$ cat src/rtl/imem_fetch_port_if.sv
// Fetch/load bus for imem_fetch_port: request and response handshakes plus the program-load port.
// The master side is the PC/fetch logic (or loader); the slave side is the instruction memory.
interface imem_fetch_port_if #(
  parameter int XLEN   = 32,
  parameter int DEPTH  = 64,
  parameter int ADDR_W = 32
);
  localparam int IDX_W = $clog2(DEPTH);

  logic              req_valid;
  logic              req_ready;
  logic [ADDR_W-1:0] req_addr;
  logic              rsp_valid;
  logic              rsp_ready;
  logic [XLEN-1:0]   rsp_instr;
  logic              rsp_fault;
  logic              ld_en;
  logic [IDX_W-1:0]  ld_index;
  logic [XLEN-1:0]   ld_data;

  modport master (
    output req_valid, req_addr, rsp_ready, ld_en, ld_index, ld_data,
    input  req_ready, rsp_valid, rsp_instr, rsp_fault
  );

  modport slave (
    input  req_valid, req_addr, rsp_ready, ld_en, ld_index, ld_data,
    output req_ready, rsp_valid, rsp_instr, rsp_fault
  );
endinterface

$ cat src/rtl/imem_fetch_port.sv
// Byte-addressed instruction memory with a valid/ready fetch port, one-cycle registered read and a load port.
// Define IMEM_FAULT_EN to flag misaligned and out-of-range fetches; otherwise addresses wrap modulo DEPTH words.
module imem_fetch_port #(
  parameter int XLEN   = 32,
  parameter int DEPTH  = 64,
  parameter int ADDR_W = 32
) (
  input  logic              clk,
  input  logic              rst,
  imem_fetch_port_if.slave  bus
);
  localparam int IDX_W = $clog2(DEPTH);
  localparam logic [XLEN-1:0] NOP = XLEN'(32'h0000_0013);

  typedef enum logic {S_EMPTY, S_FULL} state_t;

  state_t           state_reg, state_next;
  logic [XLEN-1:0]  rsp_instr_reg;
  logic             rsp_fault_reg;
  logic             req_ready_next;
  logic             accept;
  logic             fetch_fault;
  logic [IDX_W-1:0] fetch_idx;
  logic             unused_addr;

  // Every word powers up as a NOP; reset deliberately leaves the program intact.
  logic [XLEN-1:0] mem [DEPTH] = '{default: NOP};

  assign fetch_idx   = bus.req_addr[IDX_W+1:2];
  assign unused_addr = ^bus.req_addr;

`ifdef IMEM_FAULT_EN
  assign fetch_fault = (bus.req_addr[1:0] != 2'b00) ||
                       ((bus.req_addr >> (IDX_W + 2)) != '0);
`else
  assign fetch_fault = 1'b0;
`endif

  always_comb begin
    state_next     = state_reg;
    // Loads win over fetches so a write never races a read of the same word.
    req_ready_next = !rst && !bus.ld_en && (state_reg == S_EMPTY || bus.rsp_ready);
    accept         = bus.req_valid && req_ready_next;
    case (state_reg)
      S_EMPTY: if (accept) state_next = S_FULL;
      S_FULL: begin
        if (accept)             state_next = S_FULL;
        else if (bus.rsp_ready) state_next = S_EMPTY;
      end
      default: state_next = S_EMPTY;
    endcase
  end

  always_ff @(posedge clk or posedge rst) begin
    if (rst) begin
      state_reg     <= S_EMPTY;
      rsp_instr_reg <= NOP;
      rsp_fault_reg <= 1'b0;
    end else begin
      state_reg <= state_next;
      if (accept) begin
        rsp_instr_reg <= fetch_fault ? NOP : mem[fetch_idx];
        rsp_fault_reg <= fetch_fault;
      end
    end
  end

  always_ff @(posedge clk) begin
    if (bus.ld_en) mem[bus.ld_index] <= bus.ld_data;
  end

  assign bus.req_ready = req_ready_next;
  assign bus.rsp_valid = (state_reg == S_FULL);
  assign bus.rsp_instr = rsp_instr_reg;
  assign bus.rsp_fault = rsp_fault_reg;
endmodule

$ cat src/flat_wrapper.sv
// flat-port wrapper written by rule: the top's interface ports become plain ports
module imem_fetch_port_flat 
#(
  parameter int XLEN   = 32,
  parameter int DEPTH  = 64,
  parameter int ADDR_W = 32
)
  (clk, rst, bus_req_valid, bus_req_addr, bus_rsp_ready, bus_ld_en, bus_ld_index, bus_ld_data, bus_req_ready, bus_rsp_valid, bus_rsp_instr, bus_rsp_fault);
  imem_fetch_port_if #(.XLEN(XLEN), .DEPTH(DEPTH), .ADDR_W(ADDR_W)) bus_i ();
  input  logic clk;
  input  logic rst;
  input wire logic [$bits(bus_i.req_valid)-1:0] bus_req_valid;
  input wire logic [$bits(bus_i.req_addr)-1:0] bus_req_addr;
  input wire logic [$bits(bus_i.rsp_ready)-1:0] bus_rsp_ready;
  input wire logic [$bits(bus_i.ld_en)-1:0] bus_ld_en;
  input wire logic [$bits(bus_i.ld_index)-1:0] bus_ld_index;
  input wire logic [$bits(bus_i.ld_data)-1:0] bus_ld_data;
  output wire logic [$bits(bus_i.req_ready)-1:0] bus_req_ready;
  output wire logic [$bits(bus_i.rsp_valid)-1:0] bus_rsp_valid;
  output wire logic [$bits(bus_i.rsp_instr)-1:0] bus_rsp_instr;
  output wire logic [$bits(bus_i.rsp_fault)-1:0] bus_rsp_fault;
  assign bus_i.req_valid = bus_req_valid;
  assign bus_i.req_addr = bus_req_addr;
  assign bus_i.rsp_ready = bus_rsp_ready;
  assign bus_i.ld_en = bus_ld_en;
  assign bus_i.ld_index = bus_ld_index;
  assign bus_i.ld_data = bus_ld_data;
  assign bus_req_ready = bus_i.req_ready;
  assign bus_rsp_valid = bus_i.rsp_valid;
  assign bus_rsp_instr = bus_i.rsp_instr;
  assign bus_rsp_fault = bus_i.rsp_fault;
  imem_fetch_port #(.XLEN(XLEN), .DEPTH(DEPTH), .ADDR_W(ADDR_W)) u_core (.clk(clk), .rst(rst), .bus(bus_i));
endmodule
$ cat config.mk
export PLATFORM = sky130hd
export DESIGN_NAME = imem_fetch_port_flat
export DESIGN_NICKNAME = d
export VERILOG_FILES = /design/src/rtl/imem_fetch_port_if.sv /design/src/rtl/imem_fetch_port.sv /design/src/flat_wrapper.sv
export SDC_FILE = /design/constraint.sdc
export NUM_CORES = 2
export LEC_CHECK = 0
export CAP_MARGIN = 20
export CORE_MARGIN = 4
export CORE_UTILIZATION = 40
export DETAILED_ROUTE_END_ITERATION = 8
export RECOVER_POWER = 50
export SYNTH_ARGS = -nofsm -noshare
export SYNTH_HDL_FRONTEND = slang
export SYNTH_SLANG_ARGS = --single-unit
$ cat constraint.sdc
create_clock -name clk -period 1.8 [get_ports clk]
set_input_delay 0.54 -clock clk [delete_from_list [all_inputs] [get_ports clk]]
set_output_delay 0.54 -clock clk [all_outputs]
set_load 0.02 [all_outputs]
Word level (Yosys, flattened, before mapping)
Memories as Yosys holds them, arrays and structs flattened. A register that Yosys moved wholly into a read port is not among the register bits.
Cells that the tools add are included.
{"block": "word_totals", "register_bits": 1, "ram_bits": 2048, "out_inout_bits": 35, "wordCells": 15, "n_memories": 1}
{"block": "classes", "mux": 6, "bitwise_logic": 1, "n_reduce_logical": 6}
{"memory": "u_core.mem", "depth": 64, "word_bits": 32, "read_ports": 1, "rd_clocked_by_memory_dff": 1, "write_ports": 1, "line": "imem_fetch_port.sv:27", "rtl": "logic [XLEN-1:0] mem [DEPTH] = '{default: NOP};"}
{"operator": "1-bit two-way mux", "n": 5}
{"operator": "1-bit logical AND", "n": 3}
{"operator": "1-bit logical NOT", "n": 2}
{"operator": "1-bit case mux with 2 select lines", "n": 1}
{"operator": "1-bit logical OR", "n": 1}
{"operator": "1-bit inverter", "n": 1}

Logic depth before layout (Yosys ltp)
{"block": "logic_depth", "word_depth": 6, "depth_mapped": 11}

Worst setup path after synthesis
Ideal clock, no wire load.
{"block": "synth_timing", "kind": "input -> register", "start": "input bus_ld_index[4]", "end": "memory u_core.mem[32][0], enable pin", "arrival_time_ns": 3.386, "required_time_ns": 1.339, "path_slack_ns": -2.047, "path_stages": 4, "path_cell_list": "clkbuf_1 -> nor4bb_1 -> nand2b_1 -> nor3_1"}
{"element": "from (decl)", "line": "flat_wrapper.sv:16", "rtl": "input wire logic [$bits(bus_i.ld_index)-1:0] bus_ld_index;"}
{"element": "to (decl)", "line": "imem_fetch_port.sv:27"}
No word-level cell before the write port.

==> results summary <==
Setup repair after global routing could not meet its margin everywhere. The synthesized-area fraction occupied by and/or/nand/nor cells is 1.043%. Once routing completed, OpenROAD measured the worst setup slack at -0.4868 ns. The synthesized-area fraction occupied by adder cells came out at 0%. The routed via count came out at 41260. Setup slack on the worst reg-to-reg path comes out at -0.44 ns. Counting every instance in the synthesized netlist gives approximately 3700.

The count of placed standard cells including taps came out at 6811. The layout overhead on the synthesized area came out at 24.80%. The cell count of the worst hold path is 1. The die boundary height came out at 454.2 um. The final critical-path required period came out at 2.287 ns. Counting every net in the synthesized netlist gives 3800.

The die footprint came out at around 210000 um2. The critical path goes through buf_16, buf_16, buf_12, nor2b_4, buf_12, buf_12, a22o_1, a2111oi_1, a31oi_2, buf_4, o211ai_1, a221o_1. The number of detailed-routing iterations run before antenna repair came out at 5. The initial core utilization is 40.30%.

The number of buffers added on ports came out at 82. The average wire per standard cell is just over 30 um. Sequential elements use 78.26% of the synthesized area. The number of buffer and inverter stages on the critical path is 6. The depth of the most critical reg-to-reg path came out at 6. The category of the worst setup path capture point is a flop. The worst endpoint required time is 2.55 ns. The worst hold path terminates at u_core.mem[51][24]. The core area came out at 197600 um2. The clock edge transition at the registers on the reported setup and hold paths is 0.06 ns.

The most prevalent standard cell on the critical path is buf_12. Wires add up to 223.1 mm. The run finished, with violations left. The cell with the largest stage delay on the worst path is a2111oi_1. The via count of the first global-routing pass is 40988.

The post-route netlist has 34.80% of its cells at a drive strength greater than 1. The H-tree generated during clock tree synthesis spans 4 levels. The post-route antenna net violation count came out at 0. The net count of the finished layout is ~4500.

In this run the count of I/O pins placed on the die edge is between 100 and 150. The peak fanout along the critical path came out at 7. The reported leakage power is 32.84 nW.

The complex-gate fraction of the synthesized area came out at 4.223%. The ratio of final minimum period to clock period is 127.0%. The number of distinct standard cells referenced by the synthesized netlist is 37.

The clock tree buffer depth came out at 3. The register bit count reported by yosys came out at approximately 2100. The clock root buffer is clkbuf_16. Max-cap violations in this run came to 17.

The average instance area after synthesis came out at 21.38 um2. The CTS tree is yes. After floorplanning, the core was divided into between 150 and 200 placement rows. The clock latency at the later pin of the worst-skew pair came out at 0.85 ns. The number of warning messages in the yosys log is 0.

The max-slew violation count came to approximately 1100. The number of fill cells is 15554. The count of routing violations after the opening detailed-route iteration came out at 4460. Hold is met by 0.2624 ns.

The wire length of the first global-routing pass came out at 314.5 mm. Multiplexer cells account for 15.13% of the synthesized area. The maximum number of pins on one net before global-route repair is 65.

The startpoint of the lowest-slack hold path is bus_ld_data[24]. The clock buffer count from CTS came out at a little over 200. The tightest min-delay check is of the in2reg type. Once detailed placement completed, the half-perimeter wirelength came to about 130 mm. The total track usage is 21.46%. The critical path startpoint category is a primary input. The end of the worst register-to-register path is u_core.bus.rsp_instr[31]. The transition at the pin with the smallest max-transition slack came out at 1.726 ns. The checks that failed: capacitance limit, slew limit, setup timing. Routability-driven placement finished with a final weighted congestion of 0.8082. The final non-filler cell total came out at around 7300.

The number of endpoints failing setup at the final stage is 101. The startpoint identified for the worst register-to-register timing path is u_core.mem[25][31]. The power per unit of standard cell area came out at 1040 nW/um2. Summing the areas of all xor and xnor instances in the mapped netlist gives 0% of the synthesized area. The floorplan die width is ~450 um.

The remaining routing DRC violations is 0. The cell area after synthesis came out at approximately 80000 um2. The clock skew after layout is approximately 0.037 ns. The flip-flop count of the largest register after layout is just over 2000. The worst setup path is of the in2reg kind. The clock sink count is around 2100.

Among cell families on the critical path, the largest total delay comes from compound AO/OA/AOI/OAI gates. After synthesis, the largest family of logic cells by area is multiplexers. The achievable frequency came out at 0.4373 GHz. Measured against its own limit, the worst slew margin works out to -15.04%. The largest single stage delay on the critical path is 0.49 ns. The worst-case vdd ir drop is roughly 0.00092 V.

The vias per cell came out at 5.675. The number of antenna violations at the first check in global routing came out at 9. The number of hold violations in the final report is 0. The arrival time of the worst setup path is ~3.0 ns. The total global routing overflow is 0.
[cells in the mapped netlist]
master        n  area share [%]
nand3b_1      3           0.028
nor2b_1      39            0.31
o22ai_1      32            0.25
nor4bb_1      1           0.013
and2_1        1          0.0079
mux2_2       27            0.38
conb_1        1          0.0047
a221o_1      32            0.40
inv_1         1          0.0047
nand2b_1      6           0.047
mux4_2      320             9.0
nor2_2        1          0.0079
nor2_1       66            0.31
mux2i_1     448             5.6
a22oi_1     160             1.5
o21ai_0      32            0.20
a31oi_1      32            0.25
dfrtp_1      30            0.94
buf_1        23            0.11
buf_4         4           0.038
buf_6        11            0.16
nand2_1       8           0.038
dfstp_2       3           0.099
buf_2        95            0.60
nand3_1      38            0.24
nor3_1        3           0.019
nand4_1       1          0.0079
clkbuf_1     91            0.43
a22o_1       32            0.35
a2111oi_0    32            0.35
or3b_2        1           0.011
o211ai_1     32            0.30
mux2_1        5           0.071
a211oi_1     64            0.60
clkbuf_2      1          0.0063
or3_1         1          0.0079
edfxtp_1   2048              77
[kinds of logic (layout without fill, tap and decap cells)]
| group | count (synthesis) | after routing |
|---|---|---|
| DFF | 2081 | 2081 |
| muxes | 800 | 800 |
| and+or+nand+nor | 169 | 169 |
| other | 1 | 5 |
| AOI/OAI and AO/OA | 448 | 448 |
| buffers and inverters | 226 | 1128 |
[power by group]
group | internal [mW] | switching (mW)
registers | 53.8 | 0.452
logic | 3.49 | 4.46
clock network | 23.3 | 17.9
total | 80.6 | 22.8
[per-stage QoR]
| stage | total power, mW | util, % | instance area, um2 | TNS, ns | setup slack (ns) |
|---|---|---|---|---|---|
| final | 103.4 | 50.30 | 99400 | -21.20 | -0.4868 |
| after global routing | 106.5 | 50.29 | 99390 | -22.72 | -0.5681 |
| after CTS | 103.9 | 50.10 | 99000 | -20.79 | -0.5937 |
| after detailed placement | 62.37 | 45.83 | 90580 | -1607.14 | -1.863 |
| after global placement | 62.31 | 45.83 | 90580 | -1597.04 | -1.830 |
| after floorplan | 57.96 | - | 80410 | -909.17 | -0.6849 |
[cells in the final DEF, fill, tap and decap left out, types with 22 or more instances in the layout]
master	instances
buf_2	26
mux4_2	320
nand3_1	32
buf_4	361
clkbuf_16	213
nor2_4	63
buf_12	203
dfrtp_2	27
clkbuf_1	60
buf_6	63
clkinv_1	56
nor2b_1	31
mux2i_1	447
mux2_2	27
a22oi_1	144
a221o_1	32
o21ai_0	25
o211ai_1	32
a211oi_2	24
clkbuf_2	33
edfxtp_1	2048
a22o_1	27
clkinv_2	26
a211oi_4	22
[worst max-delay path by stage]
stage,to,start,cells past startpoint,slack (ns)
2_1_floorplan,u_core.bus.rsp_instr[10],bus_req_addr[2],8,-0.68
3_3_place_gp,u_core.bus.rsp_instr[0],bus_req_addr[2],11,-1.83
3_5_place_dp,u_core.bus.rsp_instr[0],bus_req_addr[2],11,-1.86
4_1_cts,bus_req_ready,u_core.bus.rsp_valid,4,-0.59
5_1_grt,bus_req_ready,u_core.bus.rsp_valid,4,-0.57
6_report,u_core.bus.rsp_instr[31],bus_req_addr[2],12,-0.49
[layout make-up]
class                   count  area, um2  area share, %
clock inverters           106      828.3         0.8333
flip-flops and latches   2081      62360          62.74
well taps                2640       3303          3.323
inverters                   1      3.754       0.003776
repair buffers            753       9014          9.068
diodes                      4      10.01        0.01007
multi-input cells        1418      18270          18.38
clock buffers             268       5605          5.639
[timing repair]
item                       CTS  global route
setup endpoints to repair  325           110
buffers inserted            54            47
hold buffers                 1             0
pin swaps                   92            79
gates resized for setup    411           101
hold endpoints to repair     1             0
cloned                      18             2
[routing by layer]
metal / up-vias / global-route usage (%) / share of wire (%)
met5: - / 0 / 0
li1: 17208 / - / -
met4: 0 / 5.678 / 2.8
met2: 1460 / 36.08 / 50
met1: 22313 / 29.40 / 41
met3: 279 / 3.267 / 6.1
No activity file was read; power rests on OpenSTA's default activity.
